**config.mk**
```make
export PLATFORM = sky130hd
export DESIGN_NAME = qx1_fetch_unit
export DESIGN_NICKNAME = d
export VERILOG_FILES = /design/src/rtl/qx1_fetch_unit.sv
export SDC_FILE = /design/constraint.sdc
export NUM_CORES = 1
export LEC_CHECK = 0
export BUFFER_PORTS_ARGS = -buffer_cell sky130_fd_sc_hd__buf_2
export CAP_MARGIN = 30
export CELL_PAD_IN_SITES_DETAIL_PLACEMENT = 1
export CELL_PAD_IN_SITES_GLOBAL_PLACEMENT = 2
export CORE_MARGIN = 8
export CORE_UTILIZATION = 36
export DETAILED_ROUTE_END_ITERATION = 16
export PLACE_DENSITY = 0.9
export SYNTH_ARGS = -nofsm -noshare
export SYNTH_HDL_FRONTEND = slang
export SYNTH_SLANG_ARGS = --single-unit
```
**constraint.sdc**
```tcl
create_clock -name clk -period 1.8 [get_ports clk]
set_input_delay 0.09 -clock clk [delete_from_list [all_inputs] [get_ports clk]]
set_output_delay 0.09 -clock clk [all_outputs]
set_load 0.02 [all_outputs]
```
**src/rtl/qx1_fetch_unit.sv**
```systemverilog
// qx1_fetch_unit: instruction fetch front end for the QX1 core.
//   Owns the program counter, reads one 16-bit instruction per cycle from a
//   combinational-read instruction memory and queues {pc, instruction} in a
//   small prefetch FIFO that feeds decode over a valid/ready handshake.
//   A redirect reloads the PC and discards every prefetched entry.
//
// Ports:
//   clk, rst_n          clock, async active-low reset
//   pc                  byte address to instruction memory (always even)
//   instruction         memory read data for pc (same cycle)
//   redirect_valid/_pc  branch/jump redirect; bit 0 of target ignored
//   instr_valid/instr/instr_pc/instr_ready  decode handshake (FIFO head)
module qx1_fetch_unit #(
  parameter logic [15:0] RESET_PC = 16'h0000,
  parameter int          DEPTH    = 2
) (
  input  logic        clk,
  input  logic        rst_n,
  output logic [15:0] pc,
  input  logic [15:0] instruction,
  input  logic        redirect_valid,
  input  logic [15:0] redirect_pc,
  output logic        instr_valid,
  output logic [15:0] instr,
  output logic [15:0] instr_pc,
  input  logic        instr_ready
);

  localparam int PW = $clog2(DEPTH);
  localparam int CW = PW + 1;

  typedef struct packed {
    logic [15:0] pc;
    logic [15:0] ins;
  } entry_t;

  entry_t [DEPTH-1:0] fifo_q;
  logic   [PW-1:0]    rd_ptr, wr_ptr;
  logic   [CW-1:0]    count;
  logic   [15:0]      pc_q;
  logic               pop, push;

  assign instr_valid = (count != '0);
  assign pop         = instr_valid && instr_ready;
  // A pop frees a slot on the same edge, so a full FIFO can still accept.
  assign push        = !redirect_valid && ((count < CW'(DEPTH)) || pop);

  assign pc       = pc_q;
  assign instr    = fifo_q[rd_ptr].ins;
  assign instr_pc = fifo_q[rd_ptr].pc;

  always_ff @(posedge clk or negedge rst_n) begin
    if (!rst_n) begin
      pc_q   <= RESET_PC & 16'hFFFE;
      fifo_q <= '0;
      rd_ptr <= '0;
      wr_ptr <= '0;
      count  <= '0;
    end else if (redirect_valid) begin
      // A same-cycle pop is already owned by decode; everything else drops.
      pc_q   <= redirect_pc & 16'hFFFE;
      rd_ptr <= '0;
      wr_ptr <= '0;
      count  <= '0;
    end else begin
      if (push) begin
        fifo_q[wr_ptr] <= '{pc: pc_q, ins: instruction};
        wr_ptr         <= wr_ptr + PW'(1);
        pc_q           <= pc_q + 16'd2;  // wraps modulo 2^16
      end
      if (pop) rd_ptr <= rd_ptr + PW'(1);
      count <= count + CW'(push) - CW'(pop);
    end
  end

endmodule

```
# Word level (Yosys, flattened, before mapping)
# Index checks and enable logic that the tools add are counted.
[word_totals]
register_bits = 84
out_inout_bits = 49
[classes]
add_sub_neg = 5
magnitude_cmp = 4
mux = 12
bitwise_logic = 1
n_reduce_logical = 9
[ops]
columns = ["op", "count"]
rows = [
  ["32-bit two-way mux", 3],
  ["64-bit bitwise mux", 1],
  ["32-bit demux with 1-bit select", 1],
  ["16-bit two-way mux", 2],
  ["16-bit by 2-bit adder with 16-bit output (second input constant)", 1],
  ["2-bit nonzero test", 3],
  ["1-bit by 2-bit less-than comparator with 1-bit output (second input constant)", 2],
  ["1-bit two-way mux", 4],
  ["1-bit logical AND", 3],
  ["1-bit adder (second input constant)", 2],
  ["2-bit by 1-bit adder with 2-bit output", 1],
  ["2-bit less-than comparator (second input constant)", 1],
  ["2-bit two-way mux", 1],
  ["2-bit AND reduction", 1],
  ["2-bit by 1-bit subtractor with 2-bit output", 1],
  ["1-bit greater-or-equal comparator (second input constant)", 1],
  ["1-bit zero test", 1],
  ["1-bit logical OR", 1],
  ["1-bit NOT", 1],
]

# Longest topological paths before layout
# Gate-level depths: netlist of run 1.
[logic_depth]
depth_word = 7
depth_mapped = 7
depth_no_buf = 7

# Least setup slack after synthesis of run 1
# Ideal clock, no wire load.
[synth_path]
kind = "register to register"
start = "reg count[1]"
end = "reg count[1]"
setup_ps = 131
t_arrival_ps = 1590
required_time_ps = 1669
slack_ps = 78
path_stages_with_launch = 8
synth_period_minus_slack_ps = 1722
cell_sequence = "dfrtp_1 or2_2 and2_1 ha_1 inv_1 ha_1 xnor2_1 nor2_1"
[synth_via]
elab_chain_len = 7
[synth_rtl]
columns = ["item", "line", "source"]
rows = [
  ["start, declared", "39", "logic [CW-1:0] count;"],
  ["start signal, assigned", "72", "count <= count + CW'(push) - CW'(pop);"],
  ["2-bit nonzero test (*)", "43", "assign instr_valid = (count != '0);"],
  ["named net instr_valid", "23", "output logic instr_valid,"],
  ["1-bit logical AND (*)", "44", "assign pop = instr_valid && instr_ready;"],
  ["1-bit logical OR", "46", "assign push = !redirect_valid && ((count < CW'(DEPTH)) || pop);"],
  ["1-bit logical AND", "46", ""],
  ["2-bit by 1-bit adder with 2-bit output", "72", ""],
  ["2-bit by 1-bit subtractor with 2-bit output (*)", "72", ""],
  ["2-bit two-way mux (*)", "59", "end else if (redirect_valid) begin"],
]
# Mark *: on every way through the listed nets, which the timed path passes. The rest lies on a longest branch.
# A chain may end at the register's enable or synchronous reset.

# Worst setup path after layout of run 1
[layout_path]
start = "reg count[1]"
end = "reg count[1]"
[layout_via]
elab_chain_len = 7
[layout_rtl]
columns = ["item", "line"]
rows = [
  ["parallel branches: the longest is 5 deep, another holds 2-bit less-than comparator", "--"],
  ["2-bit by 1-bit subtractor with 2-bit output (*)", "72"],
  ["2-bit two-way mux (*)", "59"],
]
# Every way passes the cells marked *.

==> results of run 1 <==
-- critical path: cells and delay by family (launching register included) --
family                   cells  cell delay, ns
adder cells (fa/ha/maj)      2            0.46
buffers and inverters        1            0.04
XOR/XNOR                     1            0.16
AND/OR/NAND/NOR              3            0.55
flip-flops                   1            0.40
-- sequential cells by signal, summed over array words and instances (netlist names) --
| signal | flops |
|---|---|
| wr_ptr | 1 |
| pc | 15 |
| count | 2 |
| rd_ptr | 1 |
| fifo_q | 62 |
-- cell type report --
class / count / area share
clock buffers: 12 / 0.0298
flip-flops and latches: 81 / 0.416
repair buffers: 122 / 0.172
multi-input cells: 182 / 0.332
well taps: 136 / 0.0349
inverters: 2 / 0.00154
clock inverters: 3 / 0.0134
-- logic make-up after synthesis --
| family | Yosys count | synth area share |
|---|---|---|
| other cells | 1 | 0.00101 |
| flops | 81 | 0.544 |
| xor+xnor | 11 | 0.0259 |
| compound gates | 21 | 0.0343 |
| fa+ha+maj | 3 | 0.0101 |
| simple gates | 51 | 0.0749 |
| mux | 94 | 0.284 |
| buf+inv | 19 | 0.0262 |
-- through the flow --
step	hold WS (ns)	instance area [um^2]
floorplan	-0.206	3730
global route	0.0187	4870
CTS	0.00454	4870
global placement	0.0737	4370
detailed placement	0.0887	4370
finish	0.0251	4870
-- routing by layer --
metal,track usage,up-vias,share of wire
li1,-,1233,-
met1,0.168,1349,0.43
met2,0.253,56,0.52
met3,0.0312,8,0.037
met4,0.0536,0,0.014
met5,0,-,0
-- worst paths after layout --
path / endpoint / slack, ns / startpoint
max: count[1]$_DFF_PN0_ / 0.08 / count[1]$_DFF_PN0_
min: pc[14]$_DFFE_PN0P_ / 0.03 / redirect_pc[14]
max reg2reg: count[1]$_DFF_PN0_ / 0.08 / count[1]$_DFF_PN0_
min reg2reg: fifo_q[17]$_DFFE_PN0P_ / 0.50 / fifo_q[17]$_DFFE_PN0P_
max in group asynchronous: rd_ptr$_DFFE_PN0P_ / 0.95 / rst_n
min in group asynchronous: fifo_q[26]$_DFFE_PN0P_ / 0.23 / rst_n
-- layout by cell type, fill, tap and decap left out, drive strengths merged, types with 4 or more instances in the layout --
cell | netlist | routed
xnor2 | 4 | 4
nand4 | 6 | 6
xor2 | 7 | 7
clkbuf | 4 | 12
dfrtp | 81 | 81
a31oi | 5 | 5
nor2 | 9 | 9
nand3 | 7 | 7
dlygate4sd3 | 0 | 29
mux2 | 93 | 93
o21ai | 11 | 11
buf | 12 | 93
nand2 | 14 | 14
-- power by group --
part	leakage [nW]	internal [mW]	switching (mW)
clock	0.106	0.811	0.619
sequential	0.957	2.53	0.393
combinational	1.10	1.50	1.52
-- what timing repair did --
item	CTS	global route
hold buffers	29	0
setup buffers	0	0
endpoints found under the hold margin	79	0
endpoints found under the setup margin	0	19
gates resized for setup	0	2
==> results by group, run 1 <==
Run status
  • Status: finished, final reports clean

STA
  • Fin. max-slew vios: 0
  • Clock Skew: 0.00882 ns
  • Final worst slack: approximately 0.079 ns
  • Peak Freq: 0.581 GHz
  • Final Hold Fails: 0
  • Setup violators final: 0
  • Period utilization: 0.956
  • Unrepaired setup endpoints after global routing: false
  • Sum of negative setup slack: 0 ns
  • Minimum clock period: 1.72 ns

Clock tree
  • Clock-pin slew on the worst setup and hold paths: 0.07 ns
  • Sink Count: between 80 and 90
  • Clock root cell: clkbuf_8
  • Clk_lat worst skew: 0.35 ns
  • CTS max path bufs: 2
  • Num CTS Buffers: 9
  • Htree depth: 3
  • CTS tree: yes

Yosys
  • Top area cells in the synthesized netlist: dfrtp_1, mux2_2, xor2_1
  • Synth top area share: 0.544
  • Syn Area/Cell: 13.3 um^2
  • Synthesis Warnings: 0
  • Unique masters post-synth: 35
  • Cell area after synthesis: approximately 0.0037 mm^2
  • Top cells by count, synth: mux2_2, dfrtp_1, nand2_1
  • Mapped Cells: 281
  • Area leader, netlist: dfrtp_1
  • Most common cell in the netlist: mux2_2
  • Post-synth EDFFs: 0
  • Seq/Total Area, Yosys: 0.544
  • Async set or reset register ratio after synthesis: 1.00
  • Yosys reg bits: 81
  • Top FF cell, synth: dfrtp_1

Placed design
  • Placed cell count: 494
  • Gpl congestion: roughly 0.74
  • DP Wirelength: around 6.3 mm
  • Pre-CTS worst setup slack: 0.0732 ns
  • Buffers on Ports: 81

Floorplan
  • Ports: 85
  • Starting Density: 0.366
  • Cell Rows: 37
  • Die ar.: between 0.01 and 0.015 mm^2
  • Die W: about 120 um
  • Placeable Area: roughly 0.010 mm^2
  • Die Y: 118 um

Worst setup path
  • Critical path's most frequent cell: ha_1
  • Worst setup SP type: flip-flop
  • Crit path required time: 2.03 ns
  • Crit path kind: reg2reg
  • Crit path cell chain: or2_2, and2_1, ha_1, inv_1, ha_1, xnor2_1, nor2_1
  • Worst reg2reg path depth: 7
  • CP arrival: approximately 2.0 ns
  • CP max stage delay: 0.40 ns
  • CP Capture Type: flip-flop
  • Critical-path top delay cell: dfrtp_1
  • Worst Path Max Fanout: 3

Drt
  • Pre-antenna DRT Iters: 4
  • Antenna viol nets, final: 0
  • Routed WL per cell: 17.5 um
  • Vias: approximately 2600
  • WL final: 9.41 mm
  • 1st-iter DRT viols: 94
  • Vias per inst: 4.92
  • DRC: 0

GRT
  • Vias in the first global route: 3153
  • Gr ovfl total: 0
  • Initial antenna violation count: 0
  • First-pass GRT wire length: 16.1 mm
  • Total GRT Usage: 0.144
  • Largest net degree at the start of global routing: 46

Final layout
  • Area grow syn2layout: 30.8%
  • # diodes: 0
  • Area of the multi-input gates: 0.00162 mm^2
  • Fillers: 1095
  • Fraction of layout cells with a size suffix above 1: 0.517
  • Post-Layout Cell Count: 538
  • Util after Layout: 0.479
  • Net count, final: 437
  • Seq. cell area: 0.00203 mm^2

Power and ir drop
  • Lkg Pwr: 2.17 nW
  • P per Cell Area: around 1500 mW/mm^2
  • Total Power: 7.37 mW
  • Peak supply drop: approximately 0.00059 V

Min path
  • Hold Crit Class: in2reg
  • Worst hold path depth: 3

Flow run
  • Max-Cap Viols: 0
Note: power is estimated with default switching activity, not from simulation.
==> run 2, diff against run 1 <==
--- a/config.mk
+++ b/config.mk
@@ -9,6 +9,7 @@
 export CAP_MARGIN = 30
 export CELL_PAD_IN_SITES_DETAIL_PLACEMENT = 1
 export CELL_PAD_IN_SITES_GLOBAL_PLACEMENT = 2
+export CORE_ASPECT_RATIO = 0.7
 export CORE_MARGIN = 8
 export CORE_UTILIZATION = 36
 export DETAILED_ROUTE_END_ITERATION = 16
==> run 2 against run 1 <==
Power rose by 10%. Non-clock buffer count fell by 6. Sequential power barely moved. Global-route usage rose by 0.33 points. Core utilization rose by 0.57 points. Final area rose by 1.4%. Critical path depth did not move. Clock power rose by 49%. Wire length fell by 0.21%. Final cell count fell by 1.7%. Worst setup slack improved by 0.020 ns. Clock-buffer cell count did not move. Largest power group unchanged.
==> results by group, run 2 (synthesis gave the netlist of run 1 again) <==
Run status
  • Status: finished, final reports clean

Drt
  • Antenna viol nets, final: 0
  • Vias per inst: 4.91
  • Pre-antenna DRT Iters: 4
  • 1st-iter DRT viols: 86
  • WL final: 9.39 mm
  • Vias: 2597
  • Routed WL per cell: 17.7 um
  • DRC: 0

Final layout
  • Fraction of layout cells with a size suffix above 1: 0.539
  • Most flop-heavy register: fifo_q
  • Most frequent cells in the layout: mux2_2, dfrtp_1, buf_2, dlygate4sd3_1, nand2_1
  • Net count, final: between 400 and 500
  • Area grow syn2layout: 32.6%
  • Post-Layout Cell Count: 529
  • # diodes: 0
  • Area of the multi-input gates: 0.00163 mm^2
  • Util after Layout: 0.484
  • Seq. cell area: around 0.0020 mm^2
  • Most common cell after layout, fill and taps aside: mux2_2
  • Largest register FFs: 62
  • Fillers: 1068

Floorplan
  • Cell Rows: 31
  • Starting Density: 0.365
  • Placeable Area: between 0.01 and 0.015 mm^2
  • Die Y: 101 um
  • Ports: 85
  • Die ar.: 0.0139 mm^2
  • Die W: 138 um

STA
  • Final Hold Fails: 0
  • Minimum clock period: 1.70 ns
  • Setup violators final: 0
  • Period utilization: 0.945
  • Fin. max-slew vios: 0
  • Peak Freq: roughly 0.59 GHz
  • Clock Skew: 0.00422 ns
  • Sum of negative setup slack: 0 ns
  • Unrepaired setup endpoints after global routing: false

Worst setup path
  • Critical-path top delay cell: dfrtp_1
  • Worst reg2reg path endpoint: count[1]$_DFF_PN0_
  • Critical path's most frequent cell: ha_1
  • CP Launch Point: count[1]$_DFF_PN0_
  • CP Capture Type: flip-flop
  • Crit path cell chain: or2_2, and2_4, ha_1, inv_1, ha_1, xnor2_1, nor2_1
  • CP max stage delay: slightly below 0.4 ns
  • Crit path required time: approximately 2.0 ns
  • End point of the critical path: count[1]$_DFF_PN0_
  • Worst Path Max Fanout: 3
  • Worst setup SP type: flip-flop
  • CP top delay family: simple AND/OR/NAND/NOR gates
  • Reg2reg start: count[1]$_DFF_PN0_
  • Crit path depth: 7
  • CP arrival: 1.91 ns
  • Crit path buf inv count: 1
  • Worst reg2reg path depth: 7
  • Crit path kind: reg2reg
  • R2R Setup Slk: around 0.099 ns

Power and ir drop
  • Total Power: 8.11 mW
  • Internal: about 5.5 mW
  • Lkg Pwr: 2.21 nW
  • Switching pwr: 2.65 mW
  • Flop pwr share: 0.359
  • Sw Share: 0.326
  • Peak supply drop: 0.000666 V
  • P per Cell Area: about 1600 mW/mm^2
  • Combinational share of power: 0.379
  • Clock Power Share: 0.263

GRT
  • Largest net degree at the start of global routing: 54
  • Initial antenna violation count: 0
  • Total GRT Usage: 0.147
  • Vias in the first global route: 2950
  • First-pass GRT wire length: between 15 and 20 mm
  • Gr ovfl total: 0

Flow run
  • Max-Cap Viols: 0

Min path
  • Hold Crit Class: in2reg
  • Worst hold start: instruction[9]

Clock tree
  • CTS max path bufs: 2
  • Num CTS Buffers: 9
  • CTS tree: yes
  • Clock-pin slew on the worst setup and hold paths: around 0.060 ns
  • Clk_lat worst skew: ~0.33 ns
  • Sink Count: 81
  • Clock root cell: clkbuf_16
  • Htree depth: 3

Placed design
  • DP Wirelength: 6.77 mm
  • Gpl congestion: 0.733
  • Buffers on Ports: 81
  • Placed cell count: a little under 500
==> run 2: metal layers <==
layer	vias to the layer above	part of all wire	global-route usage
met1	1312	0.45	0.186
met3	10	0.066	0.0493
met5	-	0	0
li1	1221	-	-
met4	0	0.012	0.0424
met2	54	0.47	0.235
==> run 2: worst min-delay path by stage <==
stage	to	slack, ns	cells past startpoint
after floorplan	count[0]$_DFF_PN0_	-0.21	0
after global placement	fifo_q[11]$_DFFE_PN0P_	0.04	1
after detailed placement	fifo_q[13]$_DFFE_PN0P_	0.04	1
after CTS	fifo_q[36]$_DFFE_PN0P_	0.0004	2
after global routing	fifo_q[32]$_DFFE_PN0P_	0.01	2
final	fifo_q[41]$_DFFE_PN0P_	0.01	2
==> run 2: area by class of cell <==
type / instances / area share
Sequential cell: 81 / 0.410
Multi-Input combinational cell: 182 / 0.329
Timing Repair Buffer: 116 / 0.153
Clock buffer: 12 / 0.0519
Tap cell: 132 / 0.0334
Clock inverter: 4 / 0.0200
Inverter: 2 / 0.00152
==> run 2: timing repair <==
action,in CTS,in global routing
buffers inserted,0,1
endpoints found under the hold margin,53,0
gates resized for setup,0,3
endpoints found under the setup margin,0,4
hold buffers,20,0
==> run 2: per-stage QoR <==
step	instance area [um^2]	hold slack, ns	setup slack (ns)
after detailed placement	4370	0.0426	0.0368
after CTS	4920	0.000439	0.0206
after global placement	4370	0.0350	0.121
after floorplan	3730	-0.206	0.0782
after global routing	4940	0.0126	0.0271
final	4940	0.0119	0.0993
==> run 2: power by group through the flow <==
stage	Sequential (mW)	Clock [mW]	Combinational, mW
finish	2.91	2.13	3.07
global placement	2.87	0	2.99
CTS	2.92	2.20	3.13
floorplan	2.87	0	2.09
detailed placement	2.95	0	3.08
global route	3.03	2.27	3.34
==> run 3, diff against run 2 <==
--- a/config.mk
+++ b/config.mk
@@ -12,6 +12,7 @@
 export CORE_ASPECT_RATIO = 0.7
 export CORE_MARGIN = 8
 export CORE_UTILIZATION = 36
+export CTS_BUF_LIST = sky130_fd_sc_hd__clkbuf_16
 export DETAILED_ROUTE_END_ITERATION = 16
 export PLACE_DENSITY = 0.9
 export SYNTH_ARGS = -nofsm -noshare
==> run 3 against run 2 <==
Power decreased by 1.1%. Sequential share of layout area up 0.17 points. Clock-buffer cell count down 3. Via count barely moved. Critical path type unchanged. Largest power group unchanged.
==> results by group, run 3 (synthesis gave the netlist of run 1 again) <==
Placed design
  • DP Wirelength: between 6 and 7 mm
  • Gpl congestion: approximately 0.73
  • Buffers on Ports: 81

Power and ir drop
  • Peak supply drop: 0.000665 V
  • Sw Share: 0.330
  • Lkg Pwr: 2.20 nW
  • Clock Power Share: 0.254
  • P per Cell Area: 1630 mW/mm^2
  • Combinational share of power: 0.383
  • Switching pwr: 2.65 mW
  • Internal: 5.37 mW
  • Flop pwr share: 0.362

Min path
  • Hold Crit Class: in2reg

GRT
  • Initial antenna violation count: 0
  • Gr ovfl total: 0
  • Total GRT Usage: 0.147
  • Vias in the first global route: 2950
  • Largest net degree at the start of global routing: 54
  • First-pass GRT wire length: 15.9 mm

Drt
  • Vias per inst: 4.91
  • Routed WL per cell: between 15 and 20 um
  • DRC: 0
  • Pre-antenna DRT Iters: 4
  • Antenna viol nets, final: 0
  • WL final: 9.41 mm
  • 1st-iter DRT viols: between 80 and 90
  • Vias: roughly 2600

Worst setup path
  • Crit path required time: 2.01 ns
  • CP max stage delay: 0.39 ns
  • Critical-path top delay cell: dfrtp_1
  • Critical path's most frequent cell: ha_1
  • Crit path buf inv count: 1
  • CP arrival: 1.91 ns
  • CP Capture Type: flip-flop
  • Crit path kind: reg2reg
  • Worst setup SP type: flip-flop
  • Crit path cell chain: or2_2, and2_4, ha_1, inv_1, ha_1, xnor2_1, nor2_1
  • Worst Path Max Fanout: 3
  • CP top delay family: simple AND/OR/NAND/NOR gates

Clock tree
  • Clk_lat worst skew: 0.33 ns
  • Sink Count: 81
  • CTS tree: yes
  • Clock root cell: clkbuf_16
  • CTS max path bufs: 2
  • Clock-pin slew on the worst setup and hold paths: around 0.060 ns
  • Htree depth: 3
  • Num CTS Buffers: 9

STA
  • Sum of negative setup slack: 0 ns
  • Unrepaired setup endpoints after global routing: false
  • Setup violators final: 0
  • Clock Skew: roughly 0.0035 ns
  • Fin. max-slew vios: 0
  • Final Hold Fails: 0
  • Minimum clock period: 1.70 ns
  • Peak Freq: 0.588 GHz
  • Period utilization: 0.945

Final layout
  • Largest register FFs: just over 60
  • Most flop-heavy register: fifo_q
  • Net count, final: 431
  • Util after Layout: 0.482
  • Fraction of layout cells with a size suffix above 1: 0.534
  • Most frequent cells in the layout: mux2_2, dfrtp_1, buf_2, dlygate4sd3_1, nand2_1
  • Most common cell after layout, fill and taps aside: mux2_2
  • Area grow syn2layout: 32.0%
  • # diodes: 0

Floorplan
  • Die ar.: 0.0139 mm^2
  • Die W: ~140 um
  • Starting Density: 0.365
  • Ports: 85
  • Placeable Area: 0.0102 mm^2
  • Cell Rows: 31
  • Die Y: 101 um

Run status
  • Status: finished, final reports clean

Flow run
  • Max-Cap Viols: 0
[run 3: cell count changes in the layout (fill, tap and decap cells not counted)]
cell      delta
inv_1        +1
clkbuf_8     -2
clkbuf_1     -1
clkinv_1     +2
[run 3: final timing paths]
| check | cells after the start | from | slack [ns] | end |
|---|---|---|---|---|
| setup reg to reg | 7 | count[1]$_DFF_PN0_ | 0.1 | count[1]$_DFF_PN0_ |
| max in group asynchronous | 3 | rst_n | 0.96 | fifo_q[38]$_DFFE_PN0P_ |
| min in group asynchronous | 2 | rst_n | 0.23 | fifo_q[13]$_DFFE_PN0P_ |
| setup / recovery | 7 | count[1]$_DFF_PN0_ | 0.1 | count[1]$_DFF_PN0_ |
| hold reg to reg | 1 | fifo_q[47]$_DFFE_PN0P_ | 0.50 | fifo_q[47]$_DFFE_PN0P_ |
| hold / removal | 2 | instruction[9] | 0.01 | fifo_q[41]$_DFFE_PN0P_ |
[run 3: routing by layer]
layer / track usage / part of all wire / up-vias / wire length, um
met1: 0.186 / 0.45 / 1309 / 4230
met2: 0.235 / 0.47 / 54 / 4450
met5: 0 / 0 / - / 0
met4: 0.0424 / 0.012 / 0 / 109
li1: - / - / 1222 / -
met3: 0.0493 / 0.066 / 10 / 623
[run 3: timing repair]
action / CTS / global route
setup endpoints to repair: 0 / 4
endpoints found under the hold margin: 53 / 0
hold buffers: 20 / 0
setup buffers: 0 / 1
gates resized for setup: 0 / 3
[run 3: cell type report]
type | count | area [um^2]
clock buffers | 9 | 225
clock inverters | 7 | 110
fillers | 1070 | 5280
inverters | 2 | 7.51
multi-input cells | 182 | 1630
flip-flops and latches | 81 | 2030
well taps | 132 | 165
repair buffers | 116 | 758
[run 3: power by group through the flow]
stage                     clock (mW)  sequential, mW  combinational [mW]
after floorplan                    0            2.87                2.09
after global placement             0            2.87                2.99
after detailed placement           0            2.95                3.08
after CTS                       2.11            2.92                3.13
after global routing            2.18            3.03                3.34
final                           2.04            2.91                3.07
[run 3: through the flow]
stage	cells	total power [mW]	hold slack (ns)	setup slack, ns	area [um^2]
global route	529	8.54	0.0126	0.0271	4920
detailed placement	492	6.03	0.0426	0.0368	4370
floorplan	282	4.96	-0.206	0.0782	3730
CTS	528	8.15	0.00115	0.0206	4900
finish	529	8.02	0.0126	0.0993	4920
global placement	492	5.86	0.0350	0.121	4370
